$ cat config.mk
export PLATFORM = sky130hd
export DESIGN_NAME = therm_accum_flat
export DESIGN_NICKNAME = d
export VERILOG_FILES = /design/src/rtl/therm_accum_if.sv /design/src/rtl/therm_accum.sv /design/src/flat_wrapper.sv
export SDC_FILE = /design/constraint.sdc
export NUM_CORES = 1
export LEC_CHECK = 0
export CORE_MARGIN = 1.5
export CORE_UTILIZATION = 30
export DETAILED_ROUTE_END_ITERATION = 16
export PLACE_DENSITY_LB_ADDON = 0.15
export SYNTH_ARGS = -nofsm -noshare
export SYNTH_HDL_FRONTEND = slang
export SYNTH_SLANG_ARGS = --single-unit
export TNS_END_PERCENT = 50
$ cat constraint.sdc
create_clock -name clk -period 6.5 [get_ports clk]
set_input_delay 1.625 -clock clk [delete_from_list [all_inputs] [get_ports clk]]
set_output_delay 1.625 -clock clk [all_outputs]
set_load 0.1 [all_outputs]
$ cat src/rtl/therm_accum_if.sv
// Handshake bundle for therm_accum: thermometer word stream in, frame totals out.
interface therm_accum_if #(
    parameter int W     = 3,
    parameter int ACC_W = 8,
    parameter int CNT_W = 8
);
    logic             in_valid;
    logic             in_ready;
    logic [W-1:0]     in_therm;
    logic             in_last;
    logic             out_valid;
    logic             out_ready;
    logic [ACC_W-1:0] out_count;
    logic [CNT_W-1:0] out_words;
    logic             out_err;
    logic             out_ovf;

    modport master (
        output in_valid, in_therm, in_last, out_ready,
        input  in_ready, out_valid, out_count, out_words, out_err, out_ovf
    );

    modport slave (
        input  in_valid, in_therm, in_last, out_ready,
        output in_ready, out_valid, out_count, out_words, out_err, out_ovf
    );
endinterface

$ cat src/rtl/therm_accum.sv
// Sums ones-counts of sorted thermometer words over a frame and holds the
// saturated frame totals until the downstream handshake.
module therm_accum #(
    parameter int W     = 3,
    parameter int ACC_W = 8,
    parameter int CNT_W = 8
) (
    input  logic         clk,
    input  logic         rst_n,
    therm_accum_if.slave bus
);
    typedef enum logic {ACCUM, HOLD} state_t;

    localparam logic [ACC_W-1:0] ACC_MAX = '1;
    localparam logic [CNT_W-1:0] CNT_MAX = '1;

    state_t           state_q, state_d;
    logic             in_ready_q, in_ready_d;
    logic             out_valid_q, out_valid_d;
    logic [ACC_W-1:0] acc_q, acc_d;
    logic [CNT_W-1:0] words_q, words_d;
    logic             err_q, err_d;
    logic             ovf_q, ovf_d;
    logic [ACC_W-1:0] out_count_q, out_count_d;
    logic [CNT_W-1:0] out_words_q, out_words_d;
    logic             out_err_q, out_err_d;
    logic             out_ovf_q, out_ovf_d;

    logic [ACC_W:0]   pop;
    logic [ACC_W:0]   sum;
    logic             illegal;
    logic             accept;
    logic             words_full;
    logic [ACC_W-1:0] acc_inc;
    logic [CNT_W-1:0] words_inc;
    logic             err_inc;
    logic             ovf_inc;

    // Datapath for the word being offered; only committed on acceptance.
    always_comb begin
        pop     = '0;
        illegal = 1'b0;
        for (int i = 0; i < W; i++) begin
            pop = pop + (ACC_W+1)'(bus.in_therm[i]);
        end
        for (int i = 1; i < W; i++) begin
            if (bus.in_therm[i] && !bus.in_therm[i-1]) illegal = 1'b1;
        end
        sum        = {1'b0, acc_q} + pop;
        acc_inc    = sum[ACC_W] ? ACC_MAX : sum[ACC_W-1:0];
        words_full = (words_q == CNT_MAX);
        words_inc  = words_full ? words_q : words_q + CNT_W'(1);
        err_inc    = err_q | illegal;
        ovf_inc    = ovf_q | sum[ACC_W] | words_full;
        accept     = bus.in_valid && in_ready_q;
    end

    always_comb begin
        state_d     = state_q;
        acc_d       = acc_q;
        words_d     = words_q;
        err_d       = err_q;
        ovf_d       = ovf_q;
        out_count_d = out_count_q;
        out_words_d = out_words_q;
        out_err_d   = out_err_q;
        out_ovf_d   = out_ovf_q;
        case (state_q)
            ACCUM: begin
                if (accept) begin
                    acc_d   = acc_inc;
                    words_d = words_inc;
                    err_d   = err_inc;
                    ovf_d   = ovf_inc;
                    if (bus.in_last) begin
                        out_count_d = acc_inc;
                        out_words_d = words_inc;
                        out_err_d   = err_inc;
                        out_ovf_d   = ovf_inc;
                        state_d     = HOLD;
                    end
                end
            end
            HOLD: begin
                if (bus.out_ready) begin
                    acc_d   = '0;
                    words_d = '0;
                    err_d   = 1'b0;
                    ovf_d   = 1'b0;
                    state_d = ACCUM;
                end
            end
            default: state_d = ACCUM;
        endcase
        // Handshake flags follow the next state so they are pure registered state.
        in_ready_d  = (state_d == ACCUM);
        out_valid_d = (state_d == HOLD);
    end

    always_ff @(posedge clk or negedge rst_n) begin
        if (!rst_n) begin
            state_q     <= ACCUM;
            in_ready_q  <= 1'b0;
            out_valid_q <= 1'b0;
            acc_q       <= '0;
            words_q     <= '0;
            err_q       <= 1'b0;
            ovf_q       <= 1'b0;
            out_count_q <= '0;
            out_words_q <= '0;
            out_err_q   <= 1'b0;
            out_ovf_q   <= 1'b0;
        end else begin
            state_q     <= state_d;
            in_ready_q  <= in_ready_d;
            out_valid_q <= out_valid_d;
            acc_q       <= acc_d;
            words_q     <= words_d;
            err_q       <= err_d;
            ovf_q       <= ovf_d;
            out_count_q <= out_count_d;
            out_words_q <= out_words_d;
            out_err_q   <= out_err_d;
            out_ovf_q   <= out_ovf_d;
        end
    end

    assign bus.in_ready  = in_ready_q;
    assign bus.out_valid = out_valid_q;
    assign bus.out_count = out_count_q;
    assign bus.out_words = out_words_q;
    assign bus.out_err   = out_err_q;
    assign bus.out_ovf   = out_ovf_q;
endmodule
$ cat src/flat_wrapper.sv
// flat-port wrapper written by rule: the top's interface ports become plain ports
module therm_accum_flat 
#(
    parameter int W     = 3,
    parameter int ACC_W = 8,
    parameter int CNT_W = 8
)
  (clk, rst_n, bus_in_valid, bus_in_therm, bus_in_last, bus_out_ready, bus_in_ready, bus_out_valid, bus_out_count, bus_out_words, bus_out_err, bus_out_ovf);
  therm_accum_if #(.W(W), .ACC_W(ACC_W), .CNT_W(CNT_W)) bus_i ();
  input  logic clk;
  input  logic rst_n;
  input wire logic [$bits(bus_i.in_valid)-1:0] bus_in_valid;
  input wire logic [$bits(bus_i.in_therm)-1:0] bus_in_therm;
  input wire logic [$bits(bus_i.in_last)-1:0] bus_in_last;
  input wire logic [$bits(bus_i.out_ready)-1:0] bus_out_ready;
  output wire logic [$bits(bus_i.in_ready)-1:0] bus_in_ready;
  output wire logic [$bits(bus_i.out_valid)-1:0] bus_out_valid;
  output wire logic [$bits(bus_i.out_count)-1:0] bus_out_count;
  output wire logic [$bits(bus_i.out_words)-1:0] bus_out_words;
  output wire logic [$bits(bus_i.out_err)-1:0] bus_out_err;
  output wire logic [$bits(bus_i.out_ovf)-1:0] bus_out_ovf;
  assign bus_i.in_valid = bus_in_valid;
  assign bus_i.in_therm = bus_in_therm;
  assign bus_i.in_last = bus_in_last;
  assign bus_i.out_ready = bus_out_ready;
  assign bus_in_ready = bus_i.in_ready;
  assign bus_out_valid = bus_i.out_valid;
  assign bus_out_count = bus_i.out_count;
  assign bus_out_words = bus_i.out_words;
  assign bus_out_err = bus_i.out_err;
  assign bus_out_ovf = bus_i.out_ovf;
  therm_accum #(.W(W), .ACC_W(ACC_W), .CNT_W(CNT_W)) u_core (.clk(clk), .rst_n(rst_n), .bus(bus_i));
endmodule
Yosys cells after proc, flatten, opt, wreduce, memory -nomap -nowiden
Cells that the tools add are included.

word-level totals
  input bits = 8
  output and inout port bits = 20
  memory bits (writable) = 0
  word-level logic and storage cells = 47
  register bits after elaboration = 38
  memories = 0
  bits in latches = 0
  bits in read-only memories = 0

operators by class
  multiplexer cells = 18
  $mul = 0
  order comparisons = 0
  equality and inequality tests = 3
  add/sub/neg operators = 4
  divide/modulo/power cells = 0
  bitwise logic cells = 5
  shifts and indexed selects = 0
  reduce and logical (&&, ||, !) cells = 7

operator list
  cell                                                             count
  8-bit 2-to-1 mux                                                 5
  8-bit case mux with 2 select lines                               2
  8-bit by 9-bit adder with 9-bit output                           1
  9-bit by 1-bit adder with 9-bit output                           1
  8-bit by 1-bit adder with 8-bit output, second input constant    1
  8-bit equality test, second input constant                       1
  1-bit 2-to-1 mux                                                 8
  1-bit case mux with 2 select lines                               3
  1-bit logical AND                                                3
  1-bit bitwise OR                                                 3
  3-bit AND reduction                                              1
  1-bit by 1-bit adder with 2-bit output                           1
  1-bit logical NOT                                                2
  2-bit by 1-bit != test with 1-bit output, second input constant  1
  2-bit != test, second input constant                             1
  1-bit NOT                                                        2
  2-bit AND reduction                                              1

Depth between registers and ports, before layout
  depth in word-level cells = 7
  mapped depth = 8
  mapped depth without buffers = 8

Worst setup path before layout
Ideal clock, no wire load.

  path type = input-to-reg
  from = input port bus_in_therm[0]
  to = register u_core.out_count_q[6] (netlist: u_core.bus.out_count[6])
  setup slack = 2.921 ns
  library setup time = 0.129 ns
  arrival = 3.450 ns
  required time = 6.371 ns
  stages on the path = 8
  path buffers = 0
  cell sequence = ha_1 > inv_1 > fa_1 > fa_1 > nand2b_1 > or3_1 > mux2i_1 > o21ai_0

between the ends
  cells in the longest elaborated chain, start to end = 4

ends and longest elaborated chain
  element                                 RTL line            RTL
  from (decl)                             flat_wrapper.sv:13  input wire logic [$bits(bus_i.in_therm)-1:0] bus_in_therm;
  1-bit by 1-bit adder with 2-bit output  therm_accum.sv:44   pop = pop + (ACC_W+1)'(bus.in_therm[i]);
  9-bit by 1-bit adder with 9-bit output  therm_accum.sv:44
  8-bit by 9-bit adder with 9-bit output  therm_accum.sv:49   sum = {1'b0, acc_q} + pop;
  8-bit 2-to-1 mux                        therm_accum.sv:50   acc_inc = sum[ACC_W] ? ACC_MAX : sum[ACC_W-1:0];
  to (signal assigned)                    therm_accum.sv:121  out_count_q <= out_count_d;
  to (decl)                               therm_accum.sv:24   logic [ACC_W-1:0] out_count_q, out_count_d;

No other way between the ends.
A chain may end at the register's enable or synchronous reset.

Worst setup path after layout
  from = input port bus_in_therm[1]
  to = register u_core.out_count_q[6] (netlist: u_core.bus.out_count[6])

Same word-level chain as after synthesis.

==> results.md <==
* Worst slew pin tran at 0.970 ns
* Synth Area in Simple Gates at 20.3%
* Root buf cell: clkbuf_8
* Count of cell types in the netlist at 43
* Synth Area in XOR/XNOR at 2.18%
* Post_cts resized at 0
* Peak supply drop at 0.166 mV
* Net Count, Synth at 222
* Seq/Total Area, Yosys at 47.3%
* Number of diodes at 0
* Fmax at 255 MHz
* Remaining global-route overflow at 0
* Pre-CTS setup slack at 2.27 ns
* Crit start category: input port
* I/O Buffers at 27
* Initial antenna violation count at 0
* Setup TNS at 0 ns
* TritonRoute pass-1 iters at 10
* Crit Path Max Fanout at 6
* First-pass GRT wire length at 7400 um
* Largest net degree at the start of global routing at 39
* Final Skew at 0.00447 ns
* Worst setup EP type: flop
* CTS H-tree lvls at 2
* Leakage at 0.00105 uW
* Net switching share of the total power at 45.2%
* HPWL after detailed placement at 3000 um
* Total CTS buffers at 5
* Sw Pwr at 466 uW
* Post-Synth Adder-Cell Area at 3.86%
* Arr. time, crit path at 4.08 ns
* Hold Path Class: flop to flop
* Core area at 6420 um^2
* Total Routing Usage GR at 13.1%
* Endpoints failing hold at 0
* DR vias/cell at 4.98
* # rows at 29
* WHS Path Cells at 2
* Hold Slack at 0.483 ns
* Hold endpoint: u_core.bus.out_count[2]
* Synthesis-stage register bit count at 38
* Pwr Density at 420 nW/um^2
* Comb power frac at 43.4%
* Flop2flop setup slack at 4.24 ns
* Setup bufs post-CTS at 0
* Hold bufs inserted after CTS at 0
* IO Count at 28
* Post-layout minimum cycle time at 3.93 ns
* Syn-to-layout area delta at 22.0%
* Final Net Count at 246
* Largest family of logic cells by synthesized area: simple AND/OR/NAND/NOR gates
* Reg clk slew, reported paths at 0.08 ns
* Initial core utilization at 31.3%
* Vias in the first global route at 1,460
* Post-Synthesis Cells at 209
* Layout cells sized above 1 at 8.12%
* Final WS setup at 2.57 ns
* Top_reg_cell synth: dfrtp_1
* Final wirelength at 4270 um
* Total number of vias at 1,548
* RSZ-0062 raised after global routing: false
* GPL Wtd Cong at 0.777
* Pins Over Slew Limit at 0
* Reg2reg start: u_core.acc_q[0]
* Post-Syn Area at 2010 um^2
* Clk pwr share at 23.5%
* Register area at 951 um^2
* Syn_area_per_cell at 9.63 um^2
* Mux contribution to synthesized area at 3.54%
* Min-delay src: u_core.bus.out_count[2]
* Tot Pwr at 1030 uW
* Max-slew headroom at 35.1%
* EDFF count, synth at 0
* Failing checks: design-rule violations
* Initial DRC count at 91
* Worst Path Class, Setup: input port to flop
* Filler cells at 663
* CTS sink count at 38
* DRC Markers at 4
* WL/cell at 13.7 um
* CTS tree: yes
* Worst Path Required at 6.66 ns
* Final period util at 60.4%
* Asr flop ratio synth at 100%
* Reg power frac at 33.1%
* Total die area at 7210 um^2
* Reg2Reg Depth at 7
* Clk buf depth at 2
* Compound-gate portion of the synthesized area at 18.3%
* # setup viols final at 0
* Clk_lat worst skew at 0.29 ns
* Internal Dissipation at 565 uW
* YS warnings at 0
* R2R Path End: u_core.bus.out_count[6]
* Max-Cap Viols at 0
* Area of the multi-input gates at 970 um^2
* Status: complete, but fails checks
* Chip Width at 84.9 um
* Post-DRT Antenna Nets at 0
* DIE HEIGHT at 84.9 um
==> per-layer routing <==
layer	global-route usage [%]	part of all wire (%)	vias to the layer above
li1	-	-	794
met1	19.8	54	714
met2	18.3	40	35
met3	2.72	4.6	5
met4	4.92	1.5	0
met5	0	0	-
==> synth_stat cells, types with 4 or more instances <==
cell type	count	area share (%)
o21ai_1	4	1.0
nand3_1	6	1.5
nand2b_1	4	1.2
a21oi_1	14	3.5
a31oi_1	8	2.5
dfrtp_1	38	47
buf_2	7	1.7
o21ai_0	18	4.5
mux2i_1	6	3.0
and3_1	5	1.6
nor2_1	15	2.8
inv_1	9	1.7
xnor2_1	4	1.7
nand2_1	25	4.7
==> how the worst max path moves through the flow <==
stage                     from                      end  cells after the start
6_report       bus_in_therm[1]  u_core.bus.out_count[6]                      9
2_1_floorplan  bus_in_therm[0]  u_core.bus.out_count[6]                      8
4_1_cts        bus_in_therm[1]  u_core.bus.out_count[6]                      9
5_1_grt        bus_in_therm[1]  u_core.bus.out_count[6]                      9
3_5_place_dp   bus_in_therm[1]  u_core.bus.out_count[6]                      9
3_3_place_gp   bus_in_therm[1]  u_core.bus.out_count[6]                      9
==> cell usage in the layout, fill, tap and decap left out, drive strengths merged, types with 3 or more instances in the layout <==
cell type	synthesis	layout
clkbuf	0	5
inv	9	9
ha	3	3
o21ai	22	22
a21oi	14	14
and4	3	3
and3	5	5
xnor2	4	4
mux2i	6	6
nor2	17	17
clkdlybuf4s50	0	26
dfrtp	38	38
a31oi	8	8
a311oi	3	3
nand3	7	7
nand2	26	26
nand2b	4	4
nor3	4	4
o31ai	3	3
==> final cells by class <==
| cell class | instances | area share [%] |
|---|---|---|
| timing repair buffer | 27 | 10.8 |
| clock buffer | 5 | 2.80 |
| tap | 77 | 3.93 |
| clock inverter | 3 | 2.80 |
| multi-input combinational | 152 | 39.5 |
| sequential | 38 | 38.8 |
| inverter | 9 | 1.38 |
==> kinds of logic (layout without fill, tap and decap cells) <==
family | count (synthesis) | count (layout)
simple gates | 75 | 75
flops | 38 | 38
xor+xnor | 5 | 5
fa+ha+maj | 5 | 5
buf+inv | 19 | 44
mux | 7 | 7
compound gates | 60 | 60
==> flip-flops by register name, summed over array words and instances (netlist names) <==
name                  count
u_core.acc_q              8
u_core.bus.out_count      8
u_core.bus.out_ovf        1
u_core.err_q              1
u_core.words_q            8
u_core.bus.out_err        1
u_core.state_q            1
u_core.bus.out_words      8
u_core.ovf_q              1
u_core.bus.in_ready       1
==> power by group through the flow <==
stage / combinational (uW) / clock [uW] / sequential (uW)
after floorplan: 142 / 0 / 552
after global placement: 449 / 0 / 345
after detailed placement: 450 / 0 / 347
after CTS: 451 / 250 / 342
after global routing: 475 / 261 / 352
final: 447 / 242 / 341
==> stage by stage <==
step	cell area [um^2]	util, %	instances
2_1_floorplan	2010	-	209
3_3_place_gp	2320	36.1	303
3_5_place_dp	2320	36.1	303
4_1_cts	2450	38.2	311
5_1_grt	2450	38.2	311
6_report	2450	38.2	311
==> critical path, stage by stage <==
cell and delay [ns]:
clkdlybuf4s50_1 0.44, ha_1 0.29, inv_1 0.04, fa_1 0.41, fa_1 0.45, nand2b_1 0.24, or3_1 0.35, mux2i_1 0.15
o21ai_0 0.09
Power figures use the tool's default switching activity.
